### config.mk
export PLATFORM = sky130hd
export DESIGN_NAME = alu_cmd_sequencer
export DESIGN_NICKNAME = d
export VERILOG_FILES = /design/src/rtl/alu_cmd_sequencer.sv
export SDC_FILE = /design/constraint.sdc
export NUM_CORES = 1
export LEC_CHECK = 0
export ABC_AREA = 1
export BUFFER_PORTS_ARGS = -buffer_cell sky130_fd_sc_hd__buf_2
export CORE_MARGIN = 2
export CORE_UTILIZATION = 47
export DETAILED_ROUTE_END_ITERATION = 10
export GPL_TIMING_DRIVEN = 0
export PLACE_DENSITY = 0.74
export SYNTH_ARGS = -nofsm -noshare
export SYNTH_HDL_FRONTEND = slang
export SYNTH_SLANG_ARGS = --single-unit
### constraint.sdc
create_clock -name clk -period 2.7 [get_ports clk]
set_input_delay 0.27 -clock clk [delete_from_list [all_inputs] [get_ports clk]]
set_output_delay 0.27 -clock clk [all_outputs]
set_load 0.02 [all_outputs]
### src/rtl/alu_cmd_sequencer.sv
// alu_cmd_sequencer: issues accumulator-based commands to a combinational 4-bit ALU and returns results over valid/ready
module alu_cmd_sequencer #(
  parameter int unsigned SETTLE = 1
) (
  input  logic       clk,
  input  logic       rst_n,
  input  logic       cmd_valid,
  output logic       cmd_ready,
  input  logic       cmd_load,
  input  logic [1:0] cmd_op,
  input  logic [3:0] cmd_data,
  output logic [1:0] alu_s,
  output logic [3:0] alu_a,
  output logic [3:0] alu_b,
  input  logic [3:0] alu_c,
  input  logic       alu_c0,
  output logic       rsp_valid,
  input  logic       rsp_ready,
  output logic [3:0] acc,
  output logic       carry,
  output logic [7:0] op_count
);
  typedef enum logic [1:0] {IDLE, WAIT, RESP} state_t;
  state_t     state_q, state_d;
  logic [3:0] cnt_q, cnt_d, acc_q, acc_d, alu_b_q, alu_b_d;
  logic [1:0] alu_s_q, alu_s_d;
  logic       carry_q, carry_d, rsp_valid_q, rsp_valid_d;
  logic [7:0] op_count_q, op_count_d;

  always_ff @(posedge clk or negedge rst_n) begin
    if (!rst_n) begin
      state_q     <= IDLE;
      cnt_q       <= '0;
      acc_q       <= '0;
      alu_b_q     <= '0;
      alu_s_q     <= '0;
      carry_q     <= 1'b0;
      rsp_valid_q <= 1'b0;
      op_count_q  <= '0;
    end else begin
      state_q     <= state_d;
      cnt_q       <= cnt_d;
      acc_q       <= acc_d;
      alu_b_q     <= alu_b_d;
      alu_s_q     <= alu_s_d;
      carry_q     <= carry_d;
      rsp_valid_q <= rsp_valid_d;
      op_count_q  <= op_count_d;
    end
  end

  always_comb begin
    state_d     = state_q;
    cnt_d       = cnt_q;
    acc_d       = acc_q;
    alu_b_d     = alu_b_q;
    alu_s_d     = alu_s_q;
    carry_d     = carry_q;
    rsp_valid_d = rsp_valid_q;
    op_count_d  = op_count_q;
    case (state_q)
      IDLE: if (cmd_valid) begin
        if (cmd_load) begin
          acc_d       = cmd_data;
          carry_d     = 1'b0;
          rsp_valid_d = 1'b1;
          state_d     = RESP;
        end else begin
          alu_s_d = cmd_op;
          alu_b_d = cmd_data;
          cnt_d   = 4'(SETTLE - 1);
          state_d = WAIT;
        end
      end
      WAIT: if (cnt_q == 4'd0) begin
        acc_d       = alu_c;
        // and/or have no meaningful carry, so the flag is cleared
        carry_d     = ~alu_s_q[1] & alu_c0;
        op_count_d  = (op_count_q == 8'hff) ? op_count_q : op_count_q + 8'd1;
        rsp_valid_d = 1'b1;
        state_d     = RESP;
      end else begin
        cnt_d = cnt_q - 4'd1;
      end
      RESP: if (rsp_ready) begin
        rsp_valid_d = 1'b0;
        state_d     = IDLE;
      end
      default: state_d = IDLE;
    endcase
  end

  assign cmd_ready = (state_q == IDLE);
  assign alu_s     = alu_s_q;
  assign alu_a     = acc_q;
  assign alu_b     = alu_b_q;
  assign rsp_valid = rsp_valid_q;
  assign acc       = acc_q;
  assign carry     = carry_q;
  assign op_count  = op_count_q;
endmodule
After elaboration in Yosys (flattened, before gate mapping) --
Index checks and enable logic that the tools add are counted.
Word-level totals: register bits 26, output and inout bits 25, word-level logic and storage cells 55
Operators by class: bitwise logic cells 4, add/subtract/negate cells 2, equal/unequal tests 9, mux-type cells 22, reduce and logical (&&, ||, !) cells 10
Operators with widths (number):
- $mux W4 | 6
- $pmux W4 S2 | 2
- $ne A2 B2 Y1 const B | 5
- $reduce_and A3 Y1 | 3
- $add A8 B1 Y8 const B | 1
- $eq A8 B8 Y1 const B | 1
- $mux W2 | 4
- $reduce_and A4 Y1 | 2
- $mux W1 | 7
- $pmux W2 S3 | 1
- $reduce_and A5 Y1 | 1
- $logic_not A4 Y1 | 1
- $sub A4 B1 Y4 const B | 1
- $not A1 Y1 | 3
- $pmux W1 S3 | 1
- $reduce_bool A3 Y1 | 1
- $eq A2 B1 Y1 const B | 1
- $eq A2 B2 Y1 const B | 1
- $logic_not A2 Y1 | 1
- $ne A2 B1 Y1 const B | 1
- $pmux W1 S2 | 1
- $reduce_bool A2 Y1 | 1
- $and A1 B1 Y1 | 1

Logic depth before layout (Yosys ltp) --
depth in word-level cells 4, depth in mapped cells 8, depth with buffers taken out 8

Least setup slack after synthesis --
Ideal clock, no wire load.
path kind reg-to-reg, start reg op_count_q[0] (netlist: op_count[0]), end reg op_count_q[7] (netlist: op_count[7]), path slack 1.299 ns, path buffers 0, arrival time 1.284 ns, library setup time 0.116 ns, data required time 2.584 ns, cell stages (with the launch flop) 9, cell sequence dfrtp_1 ha_1 nand2_1 nor2_1 nand2_1 nand2_4 inv_2 nand2_1 nand2_1
On the way: longest elaborated chain between the ends 3, elaborated cells between the ends (all ways) 4, those cells by class 1 x add/sub; 1 x eq/ne; 1 x bitwise; 1 x reduce/logical
RTL lines:
- start, declared | RTL line 28 | logic [7:0] op_count_q, op_count_d;
- start signal, assigned | RTL line 48 | op_count_q <= op_count_d;
- parallel branches: the longest is 3 deep, another holds $add A8 B1 Y8
Parallel ways; which one is timed is not known. A chain may end at the register's enable or synchronous reset.

Final worst setup path --
start reg cnt_q[0], end reg acc_q[0] (netlist: acc[0])
On the way: longest elaborated chain between the ends 3
RTL lines:
- start, declared | RTL line 25 | logic [3:0] cnt_q, cnt_d, acc_q, acc_d, alu_b_q, alu_b_d;
- start signal, assigned | RTL line 42 | cnt_q <= cnt_d;
- $logic_not A4 Y1 | RTL line 75 | WAIT: if (cnt_q == 4'd0) begin
- $ne A2 B2 Y1 (no source line)
- $reduce_and A4 Y1 (no source line)
- end signal, assigned | RTL line 34 | acc_q <= '0;
- end signal, assigned | RTL line 43 | acc_q <= acc_d;
- end, declared | RTL line 25
Every way passes these cells.

==> flow_summary.toml <==
[layout]
stdcell_area_sq_um = 1675
drive_gt1_frac = 0.3105
finalNetCount = 239
areaGrowthSynthToFinish_pct = 20.52
n_antenna_cell = 0
nFillCells = 267
multi_input_area_sq_um = 638.1
ff_latch_area_sq_um = 650.6

[setup_path]
worstPathRequired_ns = 2.93
crit_fanout = 7
crit_type = "reg2reg"
crit_start = "cnt_q[0]"
crit_arrival_ns = 1.74
crit_path_start_kind = "flop"
r2r_start = "cnt_q[0]"
end_kind = "flop"

[place]
dpl_worst_slack_ns = 1.196
dpl.hpwl_microns = 2056
routabilityCongestion = 0.8233
placement.io_buffers = 40
place_area_sq_um = 1629

[sta]
slew_viol_final = 0
worst_pin_slew_ns = 0.5816
hold_viol = 0
rsz0062_at_grt = "no"
relSlewSlack = 0.6123
fin_skew_ns = 0.0009486
setup_viol = 0
layout_setup_ws_ns = 1.181
fin_crit_ns = 1.519
fin_tns_setup_ns = 0
finalCritPeriodShare = 0.5628
fmax_mhz = 658.1

[clocking]
clock_sinks = 26
insertion_delay_ns = 0.31
cts_resized = 0
cts_made_buffers = 3
cts_max_level = 1
cts_root_buffer = "clkbuf_4"
path_clk_slew_ns = 0.14
tritoncts = "done"
clockBufferDepth = 2

[global_route]
grt_use_total = 0.1751
grt_antenna_before_repair = 0
grt_pass1_wl_microns = 4574
grt_max_degree = 27
grt_pass1_vias = 1043
gr-total-overflow = 0

[synth]
ys_types = 22
avgSynthCellArea_sq_um = 7.989
synth_simple_gate_area_share = 0.3537
muxShareOfSynthArea = 0
netlist_instances = 174
ys_ff_latch = 26
post-synth-top-area-fraction = 0.4680
synth-compound-area-share = 0.05311
synth.net_count = 193
ys_seq_area_frac = 0.4680
syn_area_sq_um = 1390
synth_xor_area_frac = 0.02520
synth_top_family_by_area = "simple AND/OR/NAND/NOR gates"
yosys.area.top_type = "dfrtp_1"
synthAdderAreaFrac = 0.02700
synth_area_leaders = "dfrtp_1, nand2_1, nand3_1"
synth_warnings = 0

[detailed_routing]
ant_nets = 0
vias = 1204
dr.pass1.iters = 4
drt_iter0_drc = 46
wl_per_cell_microns = 10.84
drc_errors = 0
avgViaCountPerCell = 4.816
wl_microns = 2710

[power_and_ir_drop]
power_mw = 1.743
ir_drop_uv = 775.1
leakage_nw = 0.9514
p_per_area_nw_per_um2 = 1040

[floorplan]
rows = 19
die_y_microns = 58.39
die_x_microns = 58.39
coreArea_sq_um = 2781
die_area_sq_um = 3409
ios = 41
start_util = 0.4998

[worst_hold_path]
min_path_type = "in2reg"
min_from = "rsp_ready"

[job]
cap_violations = 0

[outcome]
outcome = "finished, final reports clean"
==> cell families after synthesis <==
kind of cell,Yosys count
compound gates,12
xor+xnor,4
fa+ha+maj,3
buf+inv,21
flops,26
simple gates,108
==> cells in the mapped netlist, drive strengths merged <==
cell type / count
inv: 16
nor3: 1
buf: 5
xor2: 2
dfrtp: 26
nand2: 79
ha: 3
nand4: 1
o31ai: 1
xnor2: 2
nor2: 11
nand3: 15
o21ai: 11
nand3b: 1
==> registers in the layout (all words and copies together) (netlist names) <==
signal / flops
acc: 4
alu_b: 4
alu_s: 2
carry: 1
cnt_q: 4
op_count: 8
rsp_valid: 1
state_q: 2
==> final timing paths <==
kind | endpoint | slack [ns] | cells past startpoint
min | state_q[1] | 0.13 | 2
min in group asynchronous | rsp_valid | 0.47 | 2
max in group asynchronous | alu_b[2] | 1.86 | 2
max | acc[0] | 1.18 | 7
max reg2reg | acc[0] | 1.18 | 7
min reg2reg | rsp_valid | 0.48 | 2
==> where the power goes <==
part / leakage (nW) / internal [mW] / switching, mW
Clock: 0.0210 / 0.0824 / 0.113
Sequential: 0.338 / 0.532 / 0.115
Combinational: 0.593 / 0.330 / 0.571
==> metrics by stage <==
stage	hold slack (ns)	instances	util
detailed placement	0.3041	245	0.5857
CTS	0.1143	250	0.6023
global route	0.1252	250	0.6023
finish	0.1276	250	0.6023
global placement	0.3024	245	0.5857
floorplan	-0.02559	174	-
==> metal layers <==
| metal | wire length, microns | GRT usage | vias to the layer above |
|---|---|---|---|
| met5 | 0 | 0 | - |
| met4 | 15 | 0.05980 | 0 |
| met3 | 204 | 0.02418 | 2 |
| met2 | 1190 | 0.2825 | 41 |
| met1 | 1300 | 0.2429 | 533 |
| li1 | - | - | 628 |
==> area by class of cell <==
| class | instances | area share |
|---|---|---|
| Sequential cell | 26 | 0.3883 |
| Multi-Input combinational cell | 127 | 0.3809 |
| Timing Repair Buffer | 41 | 0.1255 |
| Clock buffer | 4 | 0.02166 |
| Inverter | 16 | 0.03585 |
| Buffer | 5 | 0.02465 |
| Tap cell | 31 | 0.02315 |
==> worst max-delay path: stages (launching register included) <==
cell and delay [ns]:
dfrtp_1 0.42, inv_1 0.13, ha_1 0.18, nand3_2 0.15
o21ai_2 0.29, inv_2 0.12, nand2_1 0.08, nand2_1 0.05
==> cells in the final DEF, fill, tap and decap left out <==
| cell type | synthesis | routed |
|---|---|---|
| nand2_2 | 4 | 4 |
| clkbuf_8 | 0 | 1 |
| o21ai_1 | 4 | 4 |
| buf_4 | 4 | 4 |
| dfrtp_1 | 26 | 26 |
| buf_6 | 1 | 1 |
| xor2_1 | 2 | 2 |
| nand3_1 | 12 | 12 |
| ha_1 | 3 | 3 |
| nand3_2 | 3 | 3 |
| inv_2 | 4 | 4 |
| nor2_1 | 10 | 10 |
| buf_2 | 0 | 40 |
| clkbuf_4 | 0 | 3 |
| o21ai_2 | 3 | 3 |
| inv_1 | 12 | 12 |
| nor2_4 | 1 | 1 |
| nor3_2 | 1 | 1 |
| o21ai_0 | 4 | 4 |
| nand3b_1 | 1 | 1 |
| nand4_1 | 1 | 1 |
| nand2_4 | 3 | 3 |
| dlygate4sd3_1 | 0 | 1 |
| xnor2_1 | 2 | 2 |
| nand2_1 | 72 | 72 |
| o31ai_1 | 1 | 1 |
==> repair_timing <==
| item | in CTS | in global routing |
|---|---|---|
| hold buffers | 1 | 0 |
| endpoints found under the hold margin | 26 | 0 |
| endpoints found under the setup margin | 0 | 0 |
| setup buffers | 0 | 0 |
Note: power is estimated with default switching activity, not from simulation.
